--- config.mk ---
export PLATFORM = sky130hd
export DESIGN_NAME = bram_rd_arbiter
export DESIGN_NICKNAME = d
export VERILOG_FILES = /design/src/rtl/bram_rd_arbiter.sv
export SDC_FILE = /design/constraint.sdc
export NUM_CORES = 1
export LEC_CHECK = 0
export CAP_MARGIN = 5
export CORE_MARGIN = 3
export CORE_UTILIZATION = 34
export CTS_BUF_LIST = sky130_fd_sc_hd__clkbuf_8
export CTS_CLUSTER_DIAMETER = 200
export DETAILED_ROUTE_END_ITERATION = 7
export GPL_TIMING_DRIVEN = 0
export PLACE_DENSITY = 0.79
export SYNTH_ARGS = -nofsm -noshare
export SYNTH_HDL_FRONTEND = slang
export SYNTH_SLANG_ARGS = --single-unit
--- constraint.sdc ---
create_clock -name clk -period 1.8 [get_ports clk]
set_input_delay 0.36 -clock clk [delete_from_list [all_inputs] [get_ports clk]]
set_output_delay 0.36 -clock clk [all_outputs]
set_load 0.01 [all_outputs]
--- src/rtl/bram_rd_arbiter.sv ---
// Round-robin arbiter sharing one BRAM read port between two requesters, with a
// write pass-through, same-address read-after-write stall and per-requester response slots.
module bram_rd_arbiter #(
    parameter int DATA_WIDTH     = 32,
    parameter int ADDR_WIDTH_RAM = 7
) (
    input  logic                      clk,
    input  logic                      rst_n,
    input  logic                      req0_valid,
    input  logic [ADDR_WIDTH_RAM-1:0] req0_addr,
    output logic                      req0_ready,
    output logic                      rsp0_valid,
    output logic [DATA_WIDTH-1:0]     rsp0_data,
    input  logic                      rsp0_ready,
    input  logic                      req1_valid,
    input  logic [ADDR_WIDTH_RAM-1:0] req1_addr,
    output logic                      req1_ready,
    output logic                      rsp1_valid,
    output logic [DATA_WIDTH-1:0]     rsp1_data,
    input  logic                      rsp1_ready,
    input  logic                      wr_valid,
    input  logic [ADDR_WIDTH_RAM-1:0] wr_addr,
    input  logic [DATA_WIDTH-1:0]     wr_data,
    output logic                      ram_wen,
    output logic [ADDR_WIDTH_RAM-1:0] ram_addrW,
    output logic [DATA_WIDTH-1:0]     ram_din,
    output logic                      ram_en,
    output logic [ADDR_WIDTH_RAM-1:0] ram_addrR,
    input  logic [DATA_WIDTH-1:0]     ram_dout
);

    logic pend0, pend1;
    logic sel_d;
    logic last_grant;
    logic elig0, elig1;
    logic grant0, grant1;
    logic cap0, cap1;

    // The BRAM returns stale data on a same-address read/write, so such a read waits a cycle.
    always_comb begin
        elig0  = req0_valid && !pend0 && (!rsp0_valid || rsp0_ready)
                 && !(wr_valid && (wr_addr == req0_addr));
        elig1  = req1_valid && !pend1 && (!rsp1_valid || rsp1_ready)
                 && !(wr_valid && (wr_addr == req1_addr));
        grant0 = rst_n && elig0 && (!elig1 || last_grant);
        grant1 = rst_n && elig1 && (!elig0 || !last_grant);
    end

    assign req0_ready = grant0;
    assign req1_ready = grant1;
    assign ram_en     = grant0 | grant1;
    assign ram_addrR  = grant0 ? req0_addr : (grant1 ? req1_addr : '0);

    assign ram_wen    = wr_valid & rst_n;
    assign ram_addrW  = wr_addr;
    assign ram_din    = wr_data;

    assign cap0 = pend0 & ~sel_d;
    assign cap1 = pend1 & sel_d;

    always_ff @(posedge clk or negedge rst_n) begin
        if (!rst_n) begin
            pend0      <= 1'b0;
            pend1      <= 1'b0;
            sel_d      <= 1'b0;
            last_grant <= 1'b1;
            rsp0_valid <= 1'b0;
            rsp1_valid <= 1'b0;
            rsp0_data  <= '0;
            rsp1_data  <= '0;
        end else begin
            // A read is in flight for exactly one cycle; a requester cannot be re-granted meanwhile.
            pend0 <= grant0;
            pend1 <= grant1;
            if (grant0 || grant1) begin
                last_grant <= grant1;
                sel_d      <= grant1;
            end
            if (cap0) begin
                rsp0_valid <= 1'b1;
                rsp0_data  <= ram_dout;
            end else if (rsp0_ready) begin
                rsp0_valid <= 1'b0;
            end
            if (cap1) begin
                rsp1_valid <= 1'b1;
                rsp1_data  <= ram_dout;
            end else if (rsp1_ready) begin
                rsp1_valid <= 1'b0;
            end
        end
    end

endmodule

==> out/qor.csv <==
stage,metric,value,unit
routing,drcViolationCount,0,
place,pre_cts_ws,-1.38,ns
layout,drive_gt1_share,37.7,%
timing,relSlewSlack,62.8,%
power,power_frac_comb,45.7,%
layout,postLayoutCellArea,0.00553,mm^2
power,powerDensity,1370,mW/mm^2
routing,top_layer,met4,
routing,routed-wl-met3,758,um
routing,wl_met2,5000,um
timing,rsz0062_at_grt,yes,
cts,cts_tree,yes,
setup_path,cp.buffers_inverters,4,
routing,drtAntennaViolNets,0,
hold_path,hold_start,rsp1_ready,
power,internal_power,5.35,mW
cts,clk_path_buf_depth,2,
setup_path,slowest_stage,clkdlybuf4s50_1,
floorplanning,pin_count,208,
logic_synthesis,syn_area,0.00320,mm^2
power,p_sw,2.23,mW
setup_path,cp_slowest_stage_delay,0.49,ns
cts,cts_buffers,9,
global_routing,grt_pass1_vias,2816,
layout,antenna_cells,0,
cts,clkSinkCount,70,
setup_path,r2r-start,sel_d,
cts,root_buffer,clkbuf_8,
setup_path,crit_chain,clkdlybuf4s50_1 -> xnor2_1 -> nand4_1 -> buf_4 -> o211ai_1 -> buf_4 -> o22ai_2 -> buf_2,
layout,fillCellCount,721,
logic_synthesis,avgSynthCellArea,13.1,um^2
timing,hold_violations,0,
timing,setup_viol,11,
layout,regArea,0.00175,mm^2
setup_path,cp_max_fo,5,
setup_path,arrival,1.84,ns
layout,fin_nets,535,
setup_path,worst-path-stages,8,
setup_path,crit_top_cell,buf_4,
logic_synthesis,seq_area_frac_synth,54.9,%
global_routing,antenna_found_initial,0,
power,switching_share,29.5,%
logic_synthesis,ys_warn_count,0,
outcome,violations,negative setup slack,
routing,vias_per_cell,4.64,
logic_synthesis,synthDistinctLibCells,28,
power,ir_drop,0.000843,V
place,io_buffers,175,
place,place_area,0.00510,mm^2
layout,multi_input_area,0.00121,mm^2
outcome,status,"complete, but fails checks",
timing,period_needed,2.20,ns
setup_path,worstSetupPathType,in -> out,
timing,tightest_slew,0.557,ns
floorplanning,fp.dieW,103,um
power,p_seq_share,35.8,%
setup_path,worstRegToRegCells,3,
logic_synthesis,synth.ff_latch_count,70,
timing,finalCritPeriodShare,122,%
global_routing,grt_start_max_net_pins,36,
global_routing,grt_pass1_wl,14000,um
cts,htree_levels,3,
cts,clkTransAtPathRegs,0.08,ns
logic_synthesis,synth_nets,336,
hold_path,worstHoldPathCells,3,
routing,firstDrtPassIters,5,
setup_path,end_kind,output port,
place,place_congestion,0.758,
routing,wl_per_cell,16.6,um
routing,vias,2578,
timing,layout_setup_ws,-0.398,ns
power,p_leak,2.40,nW
floorplanning,fp-row-count,34,
place,dp_hpwl,6810,um
floorplanning,die_height,103,um
cts,clk_latency,0.34,ns
logic_synthesis,synthCells,244,
setup_path,worst_ep_required_time,1.44,ns
timing,finalClockSkew,0.00810,ns
global_routing,grt.total_usage,17.4,%
routing,drtIter0Drc,16,
routing,routed_wl,9240,um
setup_path,startpoint,req0_addr[2],
floorplanning,core,0.00893,mm^2
floorplanning,dieArea,0.0106,mm^2
timing,clock.fmax,0.455,GHz
hold_path,hold_path.class,in -> reg,
routing,wl_met1,3450,um
floorplanning,start_util,35.8,%
global_routing,grt-ovfl-total,0,
timing,slew_viol_final,0,
power,pwr-share-clk,18.5,%
flow_run,max-cap-violations,0,
setup_path,cp_top_family,buffers and inverters,
layout,areaGrowthSynthToFinish,73.0,%
setup_path,startpoint_type,primary input,
[cells by family after synthesis]
family	count (synthesis)	synth area share [%]
DFF	70	54.9
muxes	64	22.6
and+or+nand+nor	33	5.21
xor gates and xnor gates	14	3.84
AOI/OAI and AO/OA	13	2.74
buffers and inverters	50	10.8
[layout make-up]
cell class	instances	area share (%)
Timing Repair Buffer	188	33.6
Sequential cell	70	31.7
Multi-Input combinational cell	124	21.9
Buffer	49	6.32
Tap cell	108	2.44
Clock buffer	9	2.24
Clock inverter	7	1.77
Inverter	1	0.0679
[synthesized netlist by cell type (all sizes together)]
cell,count,area share (%)
o21ai,1,0.16
nand3,1,0.16
and2b,1,0.27
xnor2,8,2.2
inv,1,0.12
nor3b,2,0.47
a31o,1,0.27
buf,46,10
mux2,64,23
a21oi,1,0.16
clkbuf,3,0.35
o22ai,7,1.4
nand2b,3,0.59
nor4,1,0.39
nand4,3,0.59
xor2,6,1.6
o2bb2ai,1,0.27
nor2,4,0.47
dfstp,1,0.82
o211ai,1,0.24
dfrtp,69,54
nor2b,1,0.20
nand2,16,1.9
and2,1,0.20
a22o,1,0.27
[per-stage QoR]
step	utilization (%)	TNS, ns	total power [mW]	std cells	hold slack [ns]
global placement	57.1	-178.60	6.05	527	0.487
global route	61.9	-4.92	8.03	556	0.480
detailed placement	57.0	-15.96	6.15	527	0.492
finish	61.9	-3.59	7.58	556	0.495
floorplan	-	-0.577	4.06	244	0.0644
CTS	61.4	-3.62	7.66	556	0.451
[worst reg2reg max path, delay by kind of cell (launching register included)]
| kind | cells | cell delay, ns |
|---|---|---|
| and+or+nand+nor | 1 | 0.24 |
| muxes | 1 | 0.40 |
| DFF | 1 | 0.40 |
| buffers and inverters | 1 | 0.48 |
[routing by layer]
| metal | global-route usage, % | vias to the layer above |
|---|---|---|
| met2 | 31.0 | 119 |
| li1 | - | 1200 |
| met3 | 7.17 | 2 |
| met1 | 19.3 | 1257 |
| met4 | 4.18 | 0 |
| met5 | 0 | - |
[worst paths after layout]
| kind | slack [ns] | endpoint |
|---|---|---|
| max | -0.40 | ram_addrR[3] |
| max in group asynchronous | 0.89 | rsp1_data[0] |
| min reg2reg | 0.51 | rsp1_data[19] |
| max reg2reg | 0.17 | rsp1_data[23] |
| min in group asynchronous | 0.62 | rsp0_data[14] |
| min | 0.50 | rsp1_valid |
[cells in the final DEF, fill, tap and decap left out, types with 3 or more instances in the layout]
cell / netlist / final
nand4_1: 3 / 3
nand2_1: 16 / 16
dlygate4sd2_1: 0 / 16
clkbuf_8: 0 / 9
xnor2_1: 8 / 8
dfrtp_1: 69 / 69
buf_6: 1 / 6
nand2b_1: 3 / 3
clkdlybuf4s50_1: 0 / 141
mux2_2: 64 / 64
xor2_1: 6 / 6
buf_2: 3 / 10
buf_4: 39 / 51
clkbuf_2: 0 / 3
o22ai_2: 0 / 3
o22ai_4: 0 / 4
[flip-flops by register name, summed over array words and instances, names as in the netlist]
signal      cells
rsp0_valid      1
sel_d           1
rsp1_data      32
pend1           1
pend0           1
rsp0_data      32
rsp1_valid      1
last_grant      1
[power by group through the flow]
stage,logic [mW],registers [mW],clock network [mW]
final,3.46,2.72,1.40
after global routing,3.69,2.81,1.53
after CTS,3.48,2.72,1.45
after detailed placement,3.40,2.75,0
after global placement,3.34,2.71,0
after floorplan,0.974,3.08,0
[what timing repair did]
item / 4_1_cts / 5_1_grt
buffers inserted: 8 / 0
endpoints found under the hold margin: 69 / 0
setup endpoints to repair: 19 / 16
cloned: 2 / 0
pin swaps: 12 / 1
gates resized for setup: 102 / 9
hold buffers: 3 / 0
(Power assumes the default switching activity.)
